$ cat src/rtl/watchdog_recovery_ctrl_if.sv
// Signal bundle between the host/watchdog side and watchdog_recovery_ctrl.
// The master drives requests and watchdog status; the slave drives gain, enables and status.
interface watchdog_recovery_ctrl_if #(
   parameter int GAIN_W = 8
);
   logic              rf_enable_req;
   logic              wd_warning;
   logic              wd_triggered;
   logic              fault_clear;
   logic [GAIN_W-1:0] gain_out;
   logic              tx_enable;
   logic              wd_enable;
   logic              wd_force_reset;
   logic              fault_latched;
   logic [7:0]        trip_count;
   logic [2:0]        state_out;

   modport master (
      output rf_enable_req, wd_warning, wd_triggered, fault_clear,
      input  gain_out, tx_enable, wd_enable, wd_force_reset, fault_latched,
             trip_count, state_out
   );

   modport slave (
      input  rf_enable_req, wd_warning, wd_triggered, fault_clear,
      output gain_out, tx_enable, wd_enable, wd_force_reset, fault_latched,
             trip_count, state_out
   );
endinterface

$ cat src/rtl/watchdog_recovery_ctrl.sv
// Carrier gain ramp/derate/fade controller that recovers the AM TX path after watchdog trips
// and latches a fault once trips repeat too often.
module watchdog_recovery_ctrl #(
   parameter int GAIN_W      = 8,
   parameter int RAMP_STEP   = 16,
   parameter int HOLD_CYCLES = 1000,
   parameter int MAX_TRIPS   = 3
) (
   input  logic                    clk,
   input  logic                    rstn,
   watchdog_recovery_ctrl_if.slave bus
);

   typedef enum logic [2:0] {
      ST_IDLE    = 3'd0,
      ST_RAMP_UP = 3'd1,
      ST_RUN     = 3'd2,
      ST_FADE    = 3'd3,
      ST_HOLD    = 3'd4,
      ST_REARM   = 3'd5,
      ST_LOCKOUT = 3'd6
   } state_e;

   localparam int                HOLD_W     = (HOLD_CYCLES > 1) ? $clog2(HOLD_CYCLES) : 1;
   localparam logic [HOLD_W-1:0] HOLD_LAST  = HOLD_W'(HOLD_CYCLES - 1);
   localparam logic [GAIN_W:0]   STEP       = (GAIN_W + 1)'(RAMP_STEP);
   localparam logic [GAIN_W:0]   GMAX_EXT   = {1'b0, {GAIN_W{1'b1}}};
   localparam logic [GAIN_W-1:0] GMAX       = {GAIN_W{1'b1}};
   localparam logic [GAIN_W-1:0] GFLOOR     = GMAX >> 1;
   localparam logic [GAIN_W-1:0] GZERO      = {GAIN_W{1'b0}};
   localparam logic [7:0]        TRIP_LIMIT = 8'(MAX_TRIPS);

   // One extra bit catches overflow so an oversized step clamps at full scale.
   function automatic logic [GAIN_W-1:0] sat_add(input logic [GAIN_W-1:0] g);
      logic [GAIN_W:0] s;
      s = {1'b0, g} + STEP;
      if (s >= GMAX_EXT) begin
         sat_add = GMAX;
      end else begin
         sat_add = s[GAIN_W-1:0];
      end
   endfunction

   function automatic logic [GAIN_W-1:0] sub_floor(input logic [GAIN_W-1:0] g,
                                                   input logic [GAIN_W-1:0] fl);
      logic [GAIN_W:0] d;
      d = {1'b0, g} - STEP;
      if (d[GAIN_W] || (d[GAIN_W-1:0] < fl)) begin
         sub_floor = fl;
      end else begin
         sub_floor = d[GAIN_W-1:0];
      end
   endfunction

   state_e            state_q, state_d;
   logic [GAIN_W-1:0] gain_q, gain_d;
   logic              tx_q, tx_d;
   logic              wd_en_q, wd_en_d;
   logic              force_q, force_d;
   logic              fault_q, fault_d;
   logic [7:0]        trip_cnt_q, trip_cnt_d;
   logic              trip_flag_q, trip_flag_d;
   logic [HOLD_W-1:0] hold_cnt_q, hold_cnt_d;
   logic [GAIN_W-1:0] ramp_s, derate_s, fade_s;
   logic [7:0]        trip_inc_s;

   assign ramp_s     = sat_add(gain_q);
   assign derate_s   = sub_floor(gain_q, GFLOOR);
   assign fade_s     = sub_floor(gain_q, GZERO);
   assign trip_inc_s = (trip_cnt_q == 8'hFF) ? 8'hFF : (trip_cnt_q + 8'd1);

   // Next-state and next-output computation; outputs are registered from the state being entered.
   always_comb begin
      state_d     = state_q;
      gain_d      = gain_q;
      trip_cnt_d  = trip_cnt_q;
      trip_flag_d = trip_flag_q;
      hold_cnt_d  = hold_cnt_q;

      case (state_q)
         ST_IDLE: begin
            gain_d = GZERO;
            if (bus.rf_enable_req && !fault_q) begin
               state_d = ST_RAMP_UP;
            end else begin
               state_d = ST_IDLE;
            end
         end
         ST_RAMP_UP, ST_RUN: begin
            // A trip outranks both a shutdown request and a concurrent warning.
            if (bus.wd_triggered) begin
               trip_cnt_d  = trip_inc_s;
               trip_flag_d = 1'b1;
               state_d     = ST_FADE;
            end else if (!bus.rf_enable_req) begin
               state_d = ST_FADE;
            end else if (state_q == ST_RAMP_UP) begin
               gain_d = ramp_s;
               if (ramp_s == GMAX) begin
                  state_d = ST_RUN;
               end else begin
                  state_d = ST_RAMP_UP;
               end
            end else if (bus.wd_warning) begin
               gain_d = derate_s;
            end else begin
               gain_d = ramp_s;
            end
         end
         ST_FADE: begin
            gain_d = fade_s;
            if (fade_s == GZERO) begin
               if (trip_flag_q && (trip_cnt_q >= TRIP_LIMIT)) begin
                  state_d = ST_LOCKOUT;
               end else if (trip_flag_q) begin
                  state_d    = ST_HOLD;
                  hold_cnt_d = {HOLD_W{1'b0}};
               end else begin
                  state_d = ST_IDLE;
               end
            end else begin
               state_d = ST_FADE;
            end
         end
         ST_HOLD: begin
            gain_d = GZERO;
            if (hold_cnt_q == HOLD_LAST) begin
               state_d = ST_REARM;
            end else begin
               hold_cnt_d = hold_cnt_q + {{(HOLD_W-1){1'b0}}, 1'b1};
            end
         end
         ST_REARM: begin
            gain_d      = GZERO;
            trip_flag_d = 1'b0;
            state_d     = ST_IDLE;
         end
         ST_LOCKOUT: begin
            gain_d = GZERO;
            if (bus.fault_clear) begin
               trip_cnt_d = 8'd0;
               state_d    = ST_REARM;
            end else begin
               state_d = ST_LOCKOUT;
            end
         end
         default: begin
            gain_d  = GZERO;
            state_d = ST_IDLE;
         end
      endcase

      wd_en_d = (state_d == ST_RAMP_UP) || (state_d == ST_RUN);
      tx_d    = wd_en_d || ((state_d == ST_FADE) && (gain_d != GZERO));
      force_d = (state_d == ST_REARM);
      fault_d = (state_d == ST_LOCKOUT);
   end

   // State and output registers.
   always_ff @(posedge clk or negedge rstn) begin
      if (!rstn) begin
         state_q     <= ST_IDLE;
         gain_q      <= GZERO;
         tx_q        <= 1'b0;
         wd_en_q     <= 1'b0;
         force_q     <= 1'b0;
         fault_q     <= 1'b0;
         trip_cnt_q  <= 8'd0;
         trip_flag_q <= 1'b0;
         hold_cnt_q  <= {HOLD_W{1'b0}};
      end else begin
         state_q     <= state_d;
         gain_q      <= gain_d;
         tx_q        <= tx_d;
         wd_en_q     <= wd_en_d;
         force_q     <= force_d;
         fault_q     <= fault_d;
         trip_cnt_q  <= trip_cnt_d;
         trip_flag_q <= trip_flag_d;
         hold_cnt_q  <= hold_cnt_d;
      end
   end

   assign bus.gain_out       = gain_q;
   assign bus.tx_enable      = tx_q;
   assign bus.wd_enable      = wd_en_q;
   assign bus.wd_force_reset = force_q;
   assign bus.fault_latched  = fault_q;
   assign bus.trip_count     = trip_cnt_q;
   assign bus.state_out      = state_q;

endmodule
$ cat src/flat_wrapper.sv
// flat-port wrapper written by rule: the top's interface ports become plain ports
module watchdog_recovery_ctrl_flat 
#(
   parameter int GAIN_W      = 8,
   parameter int RAMP_STEP   = 16,
   parameter int HOLD_CYCLES = 1000,
   parameter int MAX_TRIPS   = 3
)
  (clk, rstn, bus_rf_enable_req, bus_wd_warning, bus_wd_triggered, bus_fault_clear, bus_gain_out, bus_tx_enable, bus_wd_enable, bus_wd_force_reset, bus_fault_latched, bus_trip_count, bus_state_out);
  watchdog_recovery_ctrl_if #(.GAIN_W(GAIN_W)) bus_i ();
  input  logic clk;
  input  logic rstn;
  input wire logic [$bits(bus_i.rf_enable_req)-1:0] bus_rf_enable_req;
  input wire logic [$bits(bus_i.wd_warning)-1:0] bus_wd_warning;
  input wire logic [$bits(bus_i.wd_triggered)-1:0] bus_wd_triggered;
  input wire logic [$bits(bus_i.fault_clear)-1:0] bus_fault_clear;
  output wire logic [$bits(bus_i.gain_out)-1:0] bus_gain_out;
  output wire logic [$bits(bus_i.tx_enable)-1:0] bus_tx_enable;
  output wire logic [$bits(bus_i.wd_enable)-1:0] bus_wd_enable;
  output wire logic [$bits(bus_i.wd_force_reset)-1:0] bus_wd_force_reset;
  output wire logic [$bits(bus_i.fault_latched)-1:0] bus_fault_latched;
  output wire logic [$bits(bus_i.trip_count)-1:0] bus_trip_count;
  output wire logic [$bits(bus_i.state_out)-1:0] bus_state_out;
  assign bus_i.rf_enable_req = bus_rf_enable_req;
  assign bus_i.wd_warning = bus_wd_warning;
  assign bus_i.wd_triggered = bus_wd_triggered;
  assign bus_i.fault_clear = bus_fault_clear;
  assign bus_gain_out = bus_i.gain_out;
  assign bus_tx_enable = bus_i.tx_enable;
  assign bus_wd_enable = bus_i.wd_enable;
  assign bus_wd_force_reset = bus_i.wd_force_reset;
  assign bus_fault_latched = bus_i.fault_latched;
  assign bus_trip_count = bus_i.trip_count;
  assign bus_state_out = bus_i.state_out;
  watchdog_recovery_ctrl #(.GAIN_W(GAIN_W), .RAMP_STEP(RAMP_STEP), .HOLD_CYCLES(HOLD_CYCLES), .MAX_TRIPS(MAX_TRIPS)) u_core (.clk(clk), .rstn(rstn), .bus(bus_i));
endmodule
$ cat config.mk
export PLATFORM = sky130hd
export DESIGN_NAME = watchdog_recovery_ctrl_flat
export DESIGN_NICKNAME = d
export VERILOG_FILES = /design/src/rtl/watchdog_recovery_ctrl_if.sv /design/src/rtl/watchdog_recovery_ctrl.sv /design/src/flat_wrapper.sv
export SDC_FILE = /design/constraint.sdc
export NUM_CORES = 1
export LEC_CHECK = 0
export CAP_MARGIN = 20
export CORE_MARGIN = 8
export CORE_UTILIZATION = 41
export DETAILED_ROUTE_END_ITERATION = 7
export SLEW_MARGIN = 40
export SYNTH_ARGS = -nofsm -noshare
export SYNTH_HDL_FRONTEND = slang
export SYNTH_SLANG_ARGS = --single-unit
$ cat constraint.sdc
create_clock -name clk -period 2.9 [get_ports clk]
set_input_delay 0.58 -clock clk [delete_from_list [all_inputs] [get_ports clk]]
set_output_delay 0.58 -clock clk [all_outputs]
set_load 0.005 [all_outputs]
Word-level counts from Yosys, hierarchy flattened
Index checks and enable logic that the tools add are counted.
{"block": "classes", "muxes": 30, "magnitude_cmp": 4, "n_reduce_logical": 18, "addsub": 4, "eq_ne": 20}
{"cell": "$mux 8", "count": 10}
{"cell": "$mux 10", "count": 4}
{"cell": "$pmux 8 s2", "count": 2}
{"cell": "$mux 3", "count": 7}
{"cell": "$pmux 10 s2", "count": 1}
{"cell": "$eq 8x8->1 const B", "count": 2}
{"cell": "$eq 3x3->1 const B", "count": 5}
{"cell": "$pmux 3 s5", "count": 1}
{"cell": "$eq 3x2->1 const B", "count": 4}
{"cell": "$add 10x1->10 const B", "count": 1}
{"cell": "$eq 10x10->1 const B", "count": 1}
{"cell": "$add 8x5->9 const B", "count": 1}
{"cell": "$ge 9x8->1 const B", "count": 1}
{"cell": "$sub 8x5->9 const B", "count": 1}
{"cell": "$add 8x1->8 const B", "count": 1}
{"cell": "$ge 8x2->1 const B", "count": 1}
{"cell": "$logic_not 8->1", "count": 1}
{"cell": "$lt 8x1->1 const B", "count": 1}
{"cell": "$lt 8x7->1 const B", "count": 1}
{"cell": "$ne 2x2->1 const B", "count": 4}
{"cell": "$reduce_bool 8->1", "count": 1}
{"cell": "$eq 3x1->1 const B", "count": 2}
{"cell": "$reduce_bool 2->1", "count": 3}
{"cell": "$reduce_and 5->1", "count": 1}
{"cell": "other kinds (11)", "count": 19}
{"block": "word_totals", "word_cells": 85, "register_bits": 34, "input_bits": 6}

Logic depth before layout (Yosys ltp)
{"block": "depth", "word_depth": 12, "depth_mapped": 10, "mapped_depth_nobuf": 9}

Worst setup path after synthesis
OpenSTA, ideal clock, no wires.
{"block": "synth_timing", "path_type": "reg-to-reg", "from": "register u_core.gain_q[4], in the netlist u_core.bus.gain_out[4]", "to": "register u_core.tx_q, in the netlist u_core.bus.tx_enable", "stages_incl_launch_ff": 11, "arrival_ps": 2511, "setup_ps": 136, "setup_slack_ps": 253, "required_ps": 2764, "cell_sequence": "dfrtp_1 inv_1 ha_1 or2_2 a2111o_1 a21oi_4 a21oi_2 or3_1 buf_6 xnor2_2 o22ai_1"}
{"block": "synth_between", "elab_chain_cells": 12}
{"item": "start, declared", "line": "watchdog_recovery_ctrl.sv:56", "text": "logic [GAIN_W-1:0] gain_q, gain_d;"}
{"item": "start signal, assigned", "line": "watchdog_recovery_ctrl.sv:173", "text": "gain_q <= gain_d;"}
{"item": "$add 8x5->9", "line": "watchdog_recovery_ctrl.sv:36", "text": "s = {1'b0, g} + STEP;"}
{"item": "$ge 9x8->1", "line": "watchdog_recovery_ctrl.sv:37", "text": "if (s >= GMAX_EXT) begin"}
{"item": "$mux 8", "line": "watchdog_recovery_ctrl.sv:37"}
{"item": "$eq 8x8->1", "line": "watchdog_recovery_ctrl.sv:99", "text": "if (ramp_s == GMAX) begin"}
{"item": "$mux 2", "line": "watchdog_recovery_ctrl.sv:99"}
{"item": "$mux 3", "line": "watchdog_recovery_ctrl.sv:97", "text": "end else if (state_q == ST_RAMP_UP) begin"}
{"item": "$mux 3", "line": "watchdog_recovery_ctrl.sv:95", "text": "end else if (!bus.rf_enable_req) begin"}
{"item": "$mux 3", "line": "watchdog_recovery_ctrl.sv:91", "text": "if (bus.wd_triggered) begin"}
{"item": "$pmux 3 s5 (*)", "line": "watchdog_recovery_ctrl.sv:80", "text": "case (state_q)"}
{"item": "named net u_core.state_d[1]", "line": "watchdog_recovery_ctrl.sv:55", "text": "state_e state_q, state_d;"}
{"item": "$eq 3x1->1 (tied with other cells)", "line": "watchdog_recovery_ctrl.sv:153", "text": "wd_en_d = (state_d == ST_RAMP_UP) || (state_d == ST_RUN);"}
{"item": "$logic_or 1x1->1 / $logic_and 1x1->1 (equally long branches)", "line": "watchdog_recovery_ctrl.sv:153, watchdog_recovery_ctrl.sv:154"}
{"item": "$logic_or 1x1->1 (*)", "line": "watchdog_recovery_ctrl.sv:154", "text": "tx_d = wd_en_d || ((state_d == ST_FADE) && (gain_d != GZERO));"}
{"item": "named net u_core.tx_d", "line": "watchdog_recovery_ctrl.sv:57", "text": "logic tx_q, tx_d;"}
{"item": "end signal, assigned", "line": "watchdog_recovery_ctrl.sv:174", "text": "tx_q <= tx_d;"}
{"item": "end, declared", "line": "watchdog_recovery_ctrl.sv:57"}
The timed path passes the listed nets; every way through them passes the cells marked *.
A chain may end at the register's enable or synchronous reset.

Worst setup path in the final report
{"block": "layout_timing", "from": "register u_core.gain_q[5], in the netlist u_core.bus.gain_out[5]", "to": "register u_core.tx_q, in the netlist u_core.bus.tx_enable"}
{"block": "layout_between", "elab_chain_cells": 12}
{"item": "$add 8x5->9 / $sub 8x5->9 (equally long branches)", "line": "watchdog_recovery_ctrl.sv:36, watchdog_recovery_ctrl.sv:47"}
{"item": "$ge 9x8->1 / $lt 8x7->1 (equally long branches)", "line": "watchdog_recovery_ctrl.sv:37, watchdog_recovery_ctrl.sv:48"}
{"item": "$mux 8 / $logic_or 1x1->1 (equally long branches)", "line": "watchdog_recovery_ctrl.sv:37, watchdog_recovery_ctrl.sv:48"}
{"item": "$eq 8x8->1 / $mux 8 (equally long branches)", "line": "watchdog_recovery_ctrl.sv:99, watchdog_recovery_ctrl.sv:48"}
{"item": "$mux 2 / $mux 8 (equally long branches)", "line": "watchdog_recovery_ctrl.sv:99, watchdog_recovery_ctrl.sv:104"}
{"item": "$mux 3 / $mux 8 (equally long branches)", "line": "watchdog_recovery_ctrl.sv:97"}
{"item": "$mux 3 / $mux 8 (equally long branches)", "line": "watchdog_recovery_ctrl.sv:95"}
{"item": "$mux 3 / $mux 8 (equally long branches)", "line": "watchdog_recovery_ctrl.sv:91"}
{"item": "$pmux 3 s5 / $pmux 8 s2 (equally long branches)", "line": "watchdog_recovery_ctrl.sv:80"}
{"item": "$eq 3x1->1 (tied with other cells)", "line": "watchdog_recovery_ctrl.sv:153"}
{"item": "$logic_or 1x1->1 / $logic_and 1x1->1 (equally long branches)", "line": "watchdog_recovery_ctrl.sv:153, watchdog_recovery_ctrl.sv:154"}
{"item": "$logic_or 1x1->1 (*)", "line": "watchdog_recovery_ctrl.sv:154"}
{"item": "named net u_core.tx_d", "line": "watchdog_recovery_ctrl.sv:57"}
Marks and branches as above.

==> results.toml <==
[grt]
grt_overflow = 0
grt_pass1_wl_um = 8980
grt_max_degree = 35
grt_pass1_vias = 1774
grt_usage_pct = 14.8
antenna_found_initial = 0

[setup_path]
critPathBufInv = 1
crit_chain = "inv_1 > ha_1 > or2_2 > a2111o_1 > a21oi_4 > a21oi_2 > or3_1 > xnor2_2 > o22ai_1"
worst_ep_required_time_ps = 3050
cp_slowest_stage_delay_ps = 470
path_class = "register to register"
critPathMaxFanout = 7
critPathTopFamily = "compound AO/OA/AOI/OAI gates"
worst-endpoint-arrival_ps = 2790
reg2reg_slack_ps = 260
endpoint_kind = "register"
crit_start = "u_core.bus.gain_out[5]"
cp-start-kind = "register"
critPathSlowestCell = "or3_1"
reg2reg_from = "u_core.bus.gain_out[5]"

[timing]
setup_violations = 0
rsz0062_at_grt = "no"
finalMaxSlewViolations = 0
post-route-period-util_pct = 91.0
fin_crit_ps = 2640
hold_ws_ps = 490
fin_skew_ps = 7.63
fin_setup_tns_ps = 0
maxSlewHeadroom_pct = 59.9
finalHoldViolations = 0
worst_pin_slew_ps = 597
timing.fmax_mhz = 379

[clock_network]
numCtsBuffers = 5
ctsHoldBuffers = 0
path_clk_slew_ps = 70
clk_latency_ps = 290
h-tree-depth = 2
cts-resized-gates = 0
cts_setup_buffers = 0
cts_root_buf = "clkbuf_8"
clkSinkCount = 34
clockBufferDepth = 2
cts_tree = "yes"

[route]
vias = 1959
drc = 0
drt-pass1-iter-count = 5
initialDrtViolationCount = 107
via_per_inst = 5.68
drtAntennaViolNets = 0
drt-total-wl_um = 5400
avgRoutedWirePerCell_um = 15.6

[min_path]
min-delay-start = "u_core.hold_cnt_q[9]"
hp-class = "register to register"

[synthesis]
synth_top_cell_by_area = "dfrtp_1"
ys_ff_latch = 34
synthDistinctLibCells = 56
synth_area_um2 = 2130
ys_seq_area_share_pct = 40.0
yosys_warnings = 0
synth_area_leaders = "dfrtp_1, nand2_1, o21ai_0, ha_1, nor2_1"
synth_top_area_share_pct = 40.0
postSynthCellCount = 242
synth_area_per_cell_um2 = 8.80
synth_ff_type = "dfrtp_1"
async_reset_ff_share_pct = 100
synth-edff-count = 0
synth_nets = 254

[layout]
layout_commonest_cell = "dfrtp_1"
syn_to_final_growth_pct = 23.1
mostFrequentLayoutCells = "dfrtp_1, nand2_1, clkdlybuf4s50_1"
drive_gt1_share_pct = 10.9
diodes = 0
utilization_pct = 51.7
final_nets = 287

[die]
initial_core_util_pct = 42.0
die_w_um = 88.1
rows = 26
die_h_um = 88.1
pin_count = 29
core_um2 = 5070
dieArea_um2 = 7760

[run]
cap_violations = 0

[outcome]
status = "finished, final reports clean"

[power_and_ir_drop]
power_density_nw_per_um2 = 1060
leakage_uw = 0.00110
ir_drop_uv = 569

[place]
dp.final_hpwl_um = 3880
place.gp.congestion = 0.836
portBuffers = 28
## report_power, final
part	switching (µW)	total (µW)	internal, µW
Sequential	176	799	623
Combinational	802	1530	733
Clock	180	455	275
Total	1160	2790	1630
## registers in the layout, indices dropped and copies added, names as in the netlist
name                       flops
u_core.bus.tx_enable           1
u_core.bus.wd_force_reset      1
u_core.bus.state_out           3
u_core.hold_cnt_q             10
u_core.trip_flag_q             1
u_core.bus.trip_count          8
u_core.bus.gain_out            8
u_core.bus.wd_enable           1
u_core.bus.fault_latched       1
## logic make-up after synthesis
group | after synthesis | synth area share, %
AND/OR/NAND/NOR | 102 | 25.4
AO/OA/AOI/OAI | 78 | 25.7
multiplexers | 1 | 0.529
adder cells (fa/ha/maj) | 6 | 3.53
buffers and inverters | 19 | 3.70
XOR/XNOR | 2 | 1.18
flip-flops | 34 | 40.0
## worst paths after layout
path | end | cells after the start
setup / recovery | u_core.bus.tx_enable | 9
hold / removal | u_core.hold_cnt_q[9] | 1
setup reg to reg | u_core.bus.tx_enable | 9
hold reg to reg | u_core.hold_cnt_q[9] | 1
max in group asynchronous | u_core.bus.gain_out[2] | 2
min in group asynchronous | u_core.bus.trip_count[7] | 2
## per-stage QoR
stage	total power [µW]	instance area, µm²	instances	setup WS, ps
after CTS	2800	2620	345	264
after detailed placement	2320	2510	338	302
after global routing	3000	2620	345	115
after floorplan	1790	2130	242	253
final	2790	2620	345	260
after global placement	2320	2510	338	343
## cell type report
cell class,instances,area [µm²]
flip-flops and latches,34,851
inverters,10,37.5
well taps,70,87.6
repair buffers,35,333
clock inverters,1,30.0
fillers,489,2450
clock buffers,6,82.6
multi-input cells,189,1200
## Yosys cell counts, types with 2 or more instances
cell and instances:
a21oi_1 8, nand3_1 7, clkbuf_1 6, nor2_1 19, o32a_1 2, nand2_1 28
nor2b_1 9, o211a_1 2, o221a_2 3, o21a_1 4, a31oi_1 7, o41ai_1 2
a211oi_1 2, o31ai_1 4, nand2b_1 3, and2_1 3, or3b_1 2, nor3_1 6
o22ai_1 2, nand4_1 4, or2_2 2, dfrtp_1 34, nand4b_1 3, ha_1 6
and3_1 5, or4_1 3, buf_1 2, and3b_1 2, o21ai_1 7, inv_1 9
o21ai_0 21
## per-layer routing
metal	wire length (µm)	vias up	GRT usage [%]
met2	2140	68	19.4
met5	0	-	0
li1	-	958	-
met1	2660	923	20.9
met3	497	10	5.53
met4	99	0	5.84
Power figures use the tool's default switching activity.
==> RTL change (same flow settings) <==
`RAMP_STEP` is set to 16 in 2 places; all go to 8.
--- a/src/rtl/watchdog_recovery_ctrl.sv
+++ b/src/rtl/watchdog_recovery_ctrl.sv
@@ -3,5 +3,5 @@
 module watchdog_recovery_ctrl #(
    parameter int GAIN_W      = 8,
-   parameter int RAMP_STEP   = 16,
+   parameter int RAMP_STEP   = 8,
    parameter int HOLD_CYCLES = 1000,
    parameter int MAX_TRIPS   = 3
--- a/src/flat_wrapper.sv
+++ b/src/flat_wrapper.sv
@@ -3,5 +3,5 @@
 #(
    parameter int GAIN_W      = 8,
-   parameter int RAMP_STEP   = 16,
+   parameter int RAMP_STEP   = 8,
    parameter int HOLD_CYCLES = 1000,
    parameter int MAX_TRIPS   = 3
Function: changed (Yosys sat finds a counterexample within 4 cycles, from zero or initial values and one cycle with rstn low).
==> RTL change against the unedited design <==
Final area up 4.1%. Core utilization grew 1.1 points. Setup slack got worse by 110 ps. Critical endpoint is now u_core.hold_cnt_q[9]. Largest power group unchanged. Routed wire length rose by 8.9%. Critical path type unchanged. Synthesized area is 4.2% higher. Clock skew is essentially flat. Power up 3.4%. Largest cell class unchanged. Sequential cell count is the same. Count of clock-buffer cells in the layout grew 1.
==> RTL change: results (changes against the unedited design) <==
outcome:
  outcome: "completed"
power:
  p_leak_nw: 1.15  # +4.8%
  irDropWorstVdd_mv: 0.663  # +17%
global_route:
  grt_max_degree: 35  # unchanged
  grt_util_all_layers_pct: 15.6  # +0.81 points
  grt_pass1_wl_mm: 9.55  # +6.4%
  grt_pass1_vias: 1958  # +10%
synth:
  synth_area_leaders: "dfrtp_1 (38%), nor2_1 (5.8%), o21ai_0 (4.5%)"
  synth.distinct_cells: 59  # +5.4%
  yosys-top-cells-count: "dfrtp_1 (34), nor2_1 (34), nand2_1 (20), o21ai_0 (20), a21oi_1 (19)"
  syn_nets: 272  # +7.1%
  seq_area_frac_synth_pct: 38.4  # -1.6 points
final_layout:
  drive_gt1_share_pct: 10.7  # -0.24 points
  largest_reg_flops: 10  # unchanged
  layout.nets: 310  # +8.0%
  n_fill_cell: 481  # -1.6%
sta:
  tightest_slew_ps: 554  # -42.5 ps
  fin_skew_ps: 7.23  # -0.400 ps
place:
  hpwlAfterDp_mm: 4.29  # +10%
  place_congestion: 0.982  # +17%
  pre_cts_ws_ps: 207  # -94.0 ps
clocking:
  cts-root-buf: "clkbuf_8"
  cts_setup_buffers: 0  # unchanged
  htreeDepth: 2  # unchanged
  numCtsBuffers: 5  # unchanged
setup_path:
  path_max_fanout: 9  # +2
  arrival_ps: 2940  # +150 ps
routing:
  drt_pass1_iterations: 4  # -1
  drt-wirelength-per-cell_um: 15.9  # +1.5%
  dr_total_vias: 2175  # +11%
  drtIter0Drc: 107  # unchanged
## RTL change: cell count changes after synthesis, sizes merged, moves of 4 or more
cell / change
a21oi: +10
and3: +4
nand2: -8
nand2b: +4
nand3: +6
nor2: +15
nor2b: -4
o21ai: -6
## RTL change: worst paths after layout
check	start	to	slack, ps	cells after the start
max	u_core.bus.gain_out[3]	u_core.hold_cnt_q[9]	150	8
min reg2reg	u_core.hold_cnt_q[9]	u_core.hold_cnt_q[9]	490	1
max in group asynchronous	rstn	u_core.hold_cnt_q[0]	1900	2
min in group asynchronous	rstn	u_core.bus.fault_latched	700	2
min	u_core.hold_cnt_q[9]	u_core.hold_cnt_q[9]	490	1
max reg2reg	u_core.bus.gain_out[3]	u_core.hold_cnt_q[9]	150	8
## RTL change: worst max-delay path: stages (launching register included)
cell,delay (ps)
dfrtp_1,380
inv_1,100
ha_1,310
xor2_1,140
or4_4,510
a211oi_4,260
a21oi_2,100
or3_1,540
o41ai_2,320
## RTL change: per-layer routing
metal / vias up / global-route usage (%) / routed length [µm]
met5: - / 0 / 0
met4: 0 / 8.61 / 167
met3: 21 / 3.68 / 378
met2: 81 / 24.6 / 2760
met1: 1039 / 19.1 / 2570
li1: 1034 / - / -
## RTL change: area by class of cell
type | instances | share of cell area (%)
Clock buffer | 7 | 3.16
Clock inverter | 1 | 0.183
Inverter | 12 | 1.65
Multi-Input combinational cell | 206 | 47.0
Sequential cell | 34 | 31.2
Tap cell | 70 | 3.21
Timing Repair Buffer | 40 | 13.6
## RTL change: per-stage QoR
| step | util [%] | hold WS [ps] | cells | cell area [µm²] |
|---|---|---|---|---|
| after CTS | 52.6 | 488 | 370 | 2720 |
| after floorplan | - | 284 | 261 | 2220 |
| after global routing | 52.8 | 498 | 370 | 2730 |
| after detailed placement | 50.8 | 482 | 362 | 2630 |
| after global placement | 50.8 | 475 | 362 | 2630 |
| final | 52.8 | 488 | 370 | 2730 |
## RTL change: cells by family after synthesis
logic type	count (synthesis)	share of synthesized area [%]
and+or+nand+nor	113	26.7
muxes	3	1.41
xor gates and xnor gates	4	1.58
DFF	34	38.4
buffers and inverters	21	4.23
adders and majority gates	5	2.82
AOI/OAI and AO/OA	81	24.9
## RTL change: report_power, final
part           total [mW]  internal [mW]  switching (mW)
sequential          0.772          0.613           0.159
combinational        1.74          0.790           0.955
clock               0.366          0.192           0.174
## RTL change: timing repair
item | CTS | global route
hold endpoints to repair | 0 | 0
resized for setup | 0 | 2
endpoints found under the setup margin | 0 | 1
